$ cat config.mk
export PLATFORM = sky130hd
export DESIGN_NAME = mantis_add_normalize
export DESIGN_NICKNAME = d
export VERILOG_FILES = /design/src/rtl/mantis_add_normalize_pkg.sv /design/src/rtl/mantis_add_normalize_lzc.sv /design/src/rtl/mantis_add_normalize.sv
export SDC_FILE = /design/constraint.sdc
export NUM_CORES = 1
export LEC_CHECK = 0
export ABC_AREA = 0
export ABC_CLOCK_PERIOD_IN_PS = 4460
export CAP_MARGIN = 5
export CORE_UTILIZATION = 41
export DETAILED_ROUTE_END_ITERATION = 10
export PLACE_DENSITY = 0.66
export SLEW_MARGIN = 10
export SYNTH_ARGS = -nofsm -noshare
export SYNTH_HDL_FRONTEND = slang
export SYNTH_HIERARCHICAL = 1
export SYNTH_SLANG_ARGS = --single-unit
export TNS_END_PERCENT = 20
$ cat constraint.sdc
create_clock -name clk -period 4.46 [get_ports clk]
set_input_delay 0.446 -clock clk [delete_from_list [all_inputs] [get_ports clk]]
set_output_delay 0.446 -clock clk [all_outputs]
set_load 0.01 [all_outputs]
$ cat src/rtl/mantis_add_normalize_pkg.sv
// Shared widths, FSM state encoding and result payload for the add/normalize stage.
package mantis_add_normalize_pkg;

    localparam int unsigned EXP_SIZE    = 8;
    localparam int unsigned MANTIS_SIZE = 23;
    localparam int unsigned W           = MANTIS_SIZE + 3;
    localparam int unsigned LZC_N       = W - 1;
    localparam int unsigned LZC_W       = $clog2(LZC_N + 1);

    localparam logic [EXP_SIZE-1:0] EXP_MAX = '1;

    typedef enum logic [1:0] {
        ST_IDLE = 2'd0,
        ST_ADD  = 2'd1,
        ST_NORM = 2'd2,
        ST_DONE = 2'd3
    } state_e;

    typedef struct packed {
        logic                sign;
        logic [EXP_SIZE-1:0] exp;
        logic [W-1:0]        mantis;
        logic                loss;
        logic                overflow;
        logic                zero;
    } result_t;

endpackage

$ cat src/rtl/mantis_add_normalize_lzc.sv
// Combinational leading-zero counter; returns N when the vector is all zeros.
module mantis_add_normalize_lzc #(
    parameter int unsigned N  = 25,
    parameter int unsigned CW = $clog2(N + 1)
) (
    input  logic [N-1:0]  vec_i,
    output logic [CW-1:0] count_o
);

    // Scan upward so the highest set bit wins.
    always_comb begin
        count_o = CW'(N);
        for (int i = 0; i < int'(N); i++) begin
            if (vec_i[i]) begin
                count_o = CW'(int'(N) - 1 - i);
            end
        end
    end

endmodule

$ cat src/rtl/mantis_add_normalize.sv
// Effective add/subtract of aligned mantissas followed by normalization.
// FPA_FAST_NORM_EN selects single-cycle LZC normalization instead of 1 bit/cycle.
module mantis_add_normalize
    import mantis_add_normalize_pkg::*;
(
    input  logic                clk,
    input  logic                rst,
    input  logic                in_valid,
    output logic                in_ready,
    input  logic                sign_of_great,
    input  logic                sign_of_small,
    input  logic [EXP_SIZE-1:0] exp,
    input  logic [W-1:0]        mantis_great,
    input  logic [W-1:0]        mantis_small,
    input  logic                loss_in,
    output logic                out_valid,
    input  logic                out_ready,
    output logic                sign_out,
    output logic [EXP_SIZE-1:0] exp_out,
    output logic [W-1:0]        mantis_out,
    output logic                loss_out,
    output logic                overflow,
    output logic                zero
);

    state_e        state_q, state_d;
    result_t       res_q, res_d;
    logic [W-1:0]  small_q, small_d;
    logic          sub_q, sub_d;
    logic [EXP_SIZE:0] exp_inc;

    // Extra bit lets the carry path detect both all-ones and wrap-around.
    assign exp_inc = {1'b0, res_q.exp} + (EXP_SIZE + 1)'(1);

`ifdef FPA_FAST_NORM_EN
    logic [LZC_W-1:0]    lz;
    logic [EXP_SIZE-1:0] lz_ext;
    logic [EXP_SIZE-1:0] exp_m1;
    logic [EXP_SIZE-1:0] shamt;

    mantis_add_normalize_lzc #(
        .N  (LZC_N),
        .CW (LZC_W)
    ) u_lzc (
        .vec_i   (res_q.mantis[W-2:0]),
        .count_o (lz)
    );

    // Shift is clamped so the exponent never drops below 1.
    assign lz_ext = EXP_SIZE'(lz);
    assign exp_m1 = res_q.exp - EXP_SIZE'(1);
    assign shamt  = (res_q.exp > EXP_SIZE'(1)) ? ((lz_ext < exp_m1) ? lz_ext : exp_m1)
                                                : '0;
`endif

    always_ff @(posedge clk) begin
        if (rst) begin
            state_q <= ST_IDLE;
            res_q   <= '0;
            small_q <= '0;
            sub_q   <= 1'b0;
        end else begin
            state_q <= state_d;
            res_q   <= res_d;
            small_q <= small_d;
            sub_q   <= sub_d;
        end
    end

    always_comb begin
        state_d = state_q;
        res_d   = res_q;
        small_d = small_q;
        sub_d   = sub_q;
        case (state_q)
            ST_IDLE: begin
                if (in_valid) begin
                    res_d.sign     = sign_of_great;
                    res_d.exp      = exp;
                    res_d.mantis   = mantis_great;
                    res_d.loss     = loss_in;
                    res_d.overflow = 1'b0;
                    res_d.zero     = 1'b0;
                    small_d        = mantis_small;
                    sub_d          = sign_of_great ^ sign_of_small;
                    state_d        = ST_ADD;
                end
            end
            ST_ADD: begin
                res_d.mantis = sub_q ? (res_q.mantis - small_q) : (res_q.mantis + small_q);
                state_d      = ST_NORM;
            end
            ST_NORM: begin
                if (res_q.mantis == '0) begin
                    res_d.sign   = 1'b0;
                    res_d.exp    = '0;
                    res_d.mantis = '0;
                    res_d.zero   = 1'b1;
                    state_d      = ST_DONE;
                end else if (res_q.mantis[W-1]) begin
                    res_d.mantis = res_q.mantis >> 1;
                    res_d.loss   = res_q.loss | res_q.mantis[0];
                    if (exp_inc >= {1'b0, EXP_MAX}) begin
                        res_d.overflow = 1'b1;
                        res_d.mantis   = '0;
                        res_d.exp      = EXP_MAX;
                        state_d        = ST_DONE;
                    end else begin
                        res_d.exp = exp_inc[EXP_SIZE-1:0];
`ifdef FPA_FAST_NORM_EN
                        state_d   = ST_DONE;
`endif
                    end
`ifdef FPA_FAST_NORM_EN
                end else begin
                    res_d.mantis = res_q.mantis << shamt;
                    res_d.exp    = res_q.exp - shamt;
                    state_d      = ST_DONE;
                end
`else
                end else if (!res_q.mantis[W-2] && (res_q.exp > EXP_SIZE'(1))) begin
                    res_d.mantis = res_q.mantis << 1;
                    res_d.exp    = res_q.exp - EXP_SIZE'(1);
                end else begin
                    state_d = ST_DONE;
                end
`endif
            end
            ST_DONE: begin
                if (out_ready) begin
                    state_d = ST_IDLE;
                end
            end
            default: state_d = ST_IDLE;
        endcase
    end

    assign in_ready   = (state_q == ST_IDLE);
    assign out_valid  = (state_q == ST_DONE);
    assign sign_out   = res_q.sign;
    assign exp_out    = res_q.exp;
    assign mantis_out = res_q.mantis;
    assign loss_out   = res_q.loss;
    assign overflow   = res_q.overflow;
    assign zero       = res_q.zero;

endmodule

==> results of run 1 <==
[cell type report]
type | count | area, µm² | area share, %
clock buffer | 10 | 239.0 | 3.402
clock inverter | 6 | 65.06 | 0.9263
inverter | 27 | 101.3 | 1.443
multi-input combinational | 627 | 3926 | 55.90
sequential | 67 | 1341 | 19.10
tap | 176 | 220.2 | 3.135
timing repair buffer | 116 | 1131 | 16.10
[cell families (layout without fill, tap and decap cells)]
| group | Yosys count | count (layout) | share of synthesized area (%) |
|---|---|---|---|
| muxes | 18 | 18 | 3.277 |
| xor gates and xnor gates | 49 | 49 | 7.887 |
| adders and majority gates | 35 | 35 | 8.045 |
| DFF | 67 | 67 | 24.23 |
| buffers and inverters | 67 | 159 | 4.859 |
| AOI/OAI and AO/OA | 232 | 232 | 26.80 |
| and+or+nand+nor | 293 | 293 | 24.90 |
[where the power goes]
group	leakage, nW	total (mW)	switching, mW	internal [mW]
Sequential	0.552	1.20	0.403	0.795
Combinational	1.91	4.23	2.40	1.83
Clock	0.137	0.741	0.294	0.447
[synth_stat cells, drive strengths merged (2+ instances only)]
library cell,number
xor2,9
nand2b,9
ha,34
a31oi,6
or2,3
o221ai,4
nand4,8
a211o,2
or3,6
nor4,18
mux2i,17
o31a,2
nor2,79
nand2,99
clkbuf,25
nand3,13
a22oi,2
a21oi,93
and3,5
nor2b,8
or4,2
a311oi,4
buf,15
and2,6
o211ai,10
a221o,2
a31o,2
o21a,5
dfxtp,67
o22a,2
o21ai,37
a21o,9
o22ai,4
inv,27
a211oi,22
a41oi,3
xnor2,40
o31ai,2
a221oi,10
nor3,32
[how the worst max path moves through the flow]
| stage | from | endpoint | slack (ns) | depth (start not counted) |
|---|---|---|---|---|
| final | small_q[5] | mantis_out[25] | 0.57 | 15 |
| after global placement | small_q[5] | mantis_out[25] | 0.66 | 15 |
| after global routing | small_q[5] | mantis_out[25] | 0.21 | 15 |
| after detailed placement | small_q[5] | mantis_out[25] | 0.62 | 15 |
| after floorplan | small_q[5] | mantis_out[25] | 1.01 | 15 |
| after CTS | small_q[5] | mantis_out[25] | 0.58 | 15 |
[sequential cells by signal, indices dropped and copies added, names as in the netlist]
| signal | cells |
|---|---|
| exp_out | 8 |
| zero | 1 |
| mantis_out | 26 |
| state_q | 2 |
| sub_q | 1 |
| loss_out | 1 |
| sign_out | 1 |
| small_q | 26 |
| overflow | 1 |
[through the flow]
| stage | hold slack [ns] | instances | worst slack [ns] | total power, mW |
|---|---|---|---|---|
| after CTS | 0.4818 | 1029 | 0.5836 | 6.126 |
| after detailed placement | 0.4713 | 1013 | 0.6191 | 5.363 |
| final | 0.4758 | 1029 | 0.5684 | 6.172 |
| after floorplan | 0.4481 | 761 | 1.012 | 4.180 |
| after global placement | 0.4630 | 1013 | 0.6554 | 5.310 |
| after global routing | 0.5054 | 1029 | 0.2126 | 6.665 |
[per-layer routing]
layer / part of all wire (%) / GRT usage [%] / wire [µm] / vias to the layer above
met5: 0 / 0 / 0 / -
met4: 2.4 / 10.18 / 422 / 0
met3: 5.5 / 3.330 / 966 / 35
met2: 45 / 40.18 / 7930 / 220
met1: 47 / 34.53 / 8163 / 2770
li1: - / - / - / 2936
[tightest hold or removal path, delay by kind of cell, from the launching register on]
family	cells	cell delay (ns)
simple gates	1	0.06
flops	1	0.32
compound gates	1	0.05
==> results_dict.tcl, run 1 <==
set metrics [dict create \
    yosysWarnings 6 \
    rows 42 \
    ir_drop_mv 0.2866 \
    layout-drive-gt1-share_pct 5.158 \
    setup.worst_path.end_class "flip-flop" \
    critPathBufInv 0 \
    routedWlPerCell_um 16.99 \
    synthCells 761 \
    synth_top_area_share_pct 24.23 \
    ys_seq_area_share_pct 24.23 \
    grtUsageTotal_pct 25.30 \
    synth_edf_count 0 \
    fin_skew_ns 0.01086 \
    grt_max_degree 46 \
    postCtsResizedCells 0 \
    final_hold_viol_count 0 \
    coreArea_mm2 0.01319 \
    layout_common_cells "clkdlybuf4s50_1 (105), nand2_1 (98), a21oi_1 (93)" \
    hold_start "small_q[25]" \
    tightestPinTransition_ns 1.160 \
    fin_util_pct 53.25 \
    grt_pass1_wl_mm 28.31 \
    ant_nets 0 \
    postCtsSetupBuffers 0 \
    cts_hold_buf 0 \
    cp.required_ns 4.73 \
    dr.pass1.iters 6 \
    diodes 0 \
    final_area_mm2 0.007024 \
    fin_setup_tns_ns 0 \
    ctsHtreeMaxLevel 3 \
    via_per_inst 5.793 \
    cp_top_family "simple AND/OR/NAND/NOR gates" \
    antenna_found_initial 0 \
    async_flop_share_pct 0 \
    fillers 1291 \
    rr_startpoint "small_q[5]" \
    die_area_mm2 0.01397 \
    drt_iter0_drc 472 \
    portBuffers 106 \
    grt-ovfl-total 0 \
    post-route-min-period_ns 3.892 \
    drc 0 \
    cts_tree "done" \
    syn_area_mm2 0.005537 \
    cap_violations 0 \
    dpl_cell_area_mm2 0.006720 \
    synthTopCellsByArea "dfxtp_1 (24%), a21oi_1 (8.4%), ha_1 (7.7%)" \
    die_y_um 118.2 \
    clockRootBuffer "clkbuf_16" \
    rsz0062_at_grt "false" \
    cp_slowest_cell "or4_4" \
    crit_arrival_ns 4.16 \
    rr_worst_depth 15 \
    final_common_cell "clkdlybuf4s50_1" \
    routabilityCongestion 0.9586 \
    totalWireLength_mm 17.48 \
    fmax_mhz 257.0 \
    hold_class "flip-flop to flip-flop" \
    synth_seq_cells 67 \
    outcome "finished clean" \
    slew_headroom_pct 22.69 \
    crit_fanout 6 \
    clkSinkCount 67 \
    clkSlewWorstSetupHoldPaths_ns 0.06 \
    cts_buffer_depth 2 \
    clk_latency_ns 0.35 \
    post-dp-hpwl_mm 12.93 \
    worstReg2RegEnd "mantis_out[25]" \
    period_share_pct 87.26 \
    finalMaxSlewViolations 0 \
    die_w_um 118.2 \
    worstPathCellList "or4_4 -> nor4_4 -> nand2_1 -> nor3_1 -> a21oi_1 -> xnor2_1 -> ha_1 -> or2_2 -> o31a_1 -> a41oi_1 -> nor2b_1 -> o21ai_0 -> and4_1 -> a211oi_1 -> a211oi_2" \
    ys_types 72 \
    final_nets 950 \
    vias 5961 \
    finalSetupViolations 0 \
    hold_depth 2 \
    design.portCount 107 \
    critPathMaxStageDelay_ns 0.58 \
    numCtsBuffers 9 \
    avgSynthCellArea_um2 7.275 \
    r2r_slack_ns 0.57 \
    yosysTopAreaCell "dfxtp_1" \
    power_density_mw_per_mm2 878.6 \
    path_class "flip-flop to flip-flop" \
    syn2layout_area_growth_pct 26.87 \
    start_util_pct 41.97 \
    synth_nets 863 \
    min_to "small_q[25]" \
    p_leak_nw 2.596 \
    startpoint_type "flip-flop" \
    synth-main-ff-cell "dfxtp_1" \
    grt_pass1_vias 5553 \
]
Note: power is estimated with default switching activity, not from simulation.
==> inputs of run 2 (changes only) <==
--- a/config.mk
+++ b/config.mk
@@ -8,10 +8,10 @@
 export ABC_AREA = 0
 export ABC_CLOCK_PERIOD_IN_PS = 4460
 export CAP_MARGIN = 5
-export CORE_UTILIZATION = 41
+export CORE_UTILIZATION = 45
 export DETAILED_ROUTE_END_ITERATION = 10
-export PLACE_DENSITY = 0.66
-export SLEW_MARGIN = 10
+export PLACE_DENSITY = 0.71
+export SLEW_MARGIN = 20
 export SYNTH_ARGS = -nofsm -noshare
 export SYNTH_HDL_FRONTEND = slang
 export SYNTH_HIERARCHICAL = 1
==> results_dict.tcl, run 2 (same netlist as run 1, synthesis figures left out) <==
set metrics [dict create \
    post-dp-hpwl_mm 13.07 \
    rows 40 \
    critPathMaxStageDelay_ns 0.59 \
    layout-drive-gt1-share_pct 4.824 \
    grt_pass1_wl_mm 27.54 \
    grt_pass1_vias 5585 \
    via_per_inst 5.965 \
    outcome "finished clean" \
    cts_buffer_depth 2 \
    dpl_cell_area_mm2 0.006669 \
    postCtsResizedCells 0 \
    path_class "flip-flop to flip-flop" \
    fin_skew_ns 0.008791 \
    cts_tree "done" \
    postCtsSetupBuffers 0 \
    final_area_mm2 0.007002 \
    fin_setup_tns_ns 0 \
    numCtsBuffers 9 \
    drt_iter0_drc 400 \
    worstPathCellList "or4_4 -> nor4_4 -> nand2_1 -> nor3_1 -> a21oi_1 -> xnor2_1 -> ha_1 -> or2_2 -> o31a_1 -> a41oi_1 -> nor2b_1 -> o21ai_0 -> and4_1 -> a211oi_1 -> a211oi_2" \
    portBuffers 106 \
    die_y_um 112.9 \
    power_density_mw_per_mm2 889.0 \
    clk_latency_ns 0.34 \
    finalMaxSlewViolations 0 \
    diodes 0 \
    p_leak_nw 2.609 \
    grt-ovfl-total 0 \
    final_hold_viol_count 0 \
    design.portCount 107 \
    cp_top_family "simple AND/OR/NAND/NOR gates" \
    slew_headroom_pct 34.53 \
    finalSetupViolations 0 \
    coreArea_mm2 0.01201 \
    grtUsageTotal_pct 27.25 \
    period_share_pct 87.66 \
    syn2layout_area_growth_pct 26.46 \
    die_w_um 112.9 \
    final_common_cell "clkdlybuf4s50_1" \
    ir_drop_mv 0.2986 \
    cp_slowest_cell "or4_4" \
    post-route-min-period_ns 3.910 \
    setup_slack_ns 0.5503 \
    totalWireLength_mm 17.31 \
    fmax_mhz 255.8 \
    layout_common_cells "clkdlybuf4s50_1 (105), nand2_1 (98), a21oi_1 (93)" \
    crit_fanout 6 \
    r2r_slack_ns 0.55 \
    start_util_pct 46.09 \
    final_nets 948 \
    tightestPinTransition_ns 0.9797 \
    ctsHtreeMaxLevel 3 \
    clkSinkCount 67 \
    dr.pass1.iters 5 \
    rsz0062_at_grt "false" \
    routabilityCongestion 0.9422 \
    vias 5947 \
    fillers 1162 \
    die_area_mm2 0.01275 \
    clockRootBuffer "clkbuf_16" \
    startpoint_type "flip-flop" \
    drc 0 \
    pre_cts_ws_ns 0.5753 \
    antenna_found_initial 0 \
    cap_violations 0 \
    hold_class "flip-flop to flip-flop" \
    crit_arrival_ns 4.18 \
    critPathBufInv 0 \
    setup.worst_path.end_class "flip-flop" \
    routedWlPerCell_um 17.36 \
    ant_nets 0 \
    clkSlewWorstSetupHoldPaths_ns 0.06 \
    grt_max_degree 36 \
    cp.required_ns 4.73 \
    cts_hold_buf 0 \
]
## run 2: final timing paths
path,end,cells after the start,startpoint
worst max-delay path,mantis_out[25],15,small_q[5]
worst min-delay path,small_q[21],2,small_q[21]
worst max register to register,mantis_out[25],15,small_q[5]
worst min register to register,small_q[21],2,small_q[21]
## run 2: worst reg2reg max path: stages, from the launching register on
cell,delay [ns]
dfxtp_1,0.36
or4_4,0.59
nor4_4,0.19
nand2_1,0.14
nor3_1,0.40
a21oi_1,0.15
xnor2_1,0.15
ha_1,0.37
or2_2,0.32
o31a_1,0.12
a41oi_1,0.27
nor2b_1,0.07
o21ai_0,0.20
and4_1,0.22
a211oi_1,0.06
a211oi_2,0.24
## run 2: metrics by stage
| stage | instances | utilization, % | hold slack (ns) | total power [mW] |
|---|---|---|---|---|
| floorplan | 761 | - | 0.4481 | 4.180 |
| global placement | 982 | 55.52 | 0.4632 | 5.297 |
| detailed placement | 982 | 55.52 | 0.4771 | 5.356 |
| CTS | 997 | 58.28 | 0.4854 | 6.194 |
| global route | 997 | 58.29 | 0.4973 | 6.715 |
| finish | 997 | 58.29 | 0.4854 | 6.225 |
## run 2: metal layers
metal,track usage [%],vias up,share of wire (%)
met2,45.47,243,46
li1,-,2934,-
met5,0,-,0
met1,34.97,2738,45
met3,3.589,32,6.3
met4,12.72,0,3.1
## run 2: final cells by class
class                      count  area, µm²  share of cell area (%)
timing repair buffer         114       1116                   15.94
clock buffer                  10      229.0                   3.270
inverter                      27      101.3                   1.447
clock inverter                 5      102.6                   1.465
sequential                    67       1341                   19.16
tap                          147      183.9                   2.627
multi-input combinational    627       3928                   56.09
## run 2: where the power goes
group	switching, mW	internal [mW]	leakage, nW
logic	2.41	1.82	1.90
clock network	0.275	0.542	0.159
registers	0.386	0.795	0.552
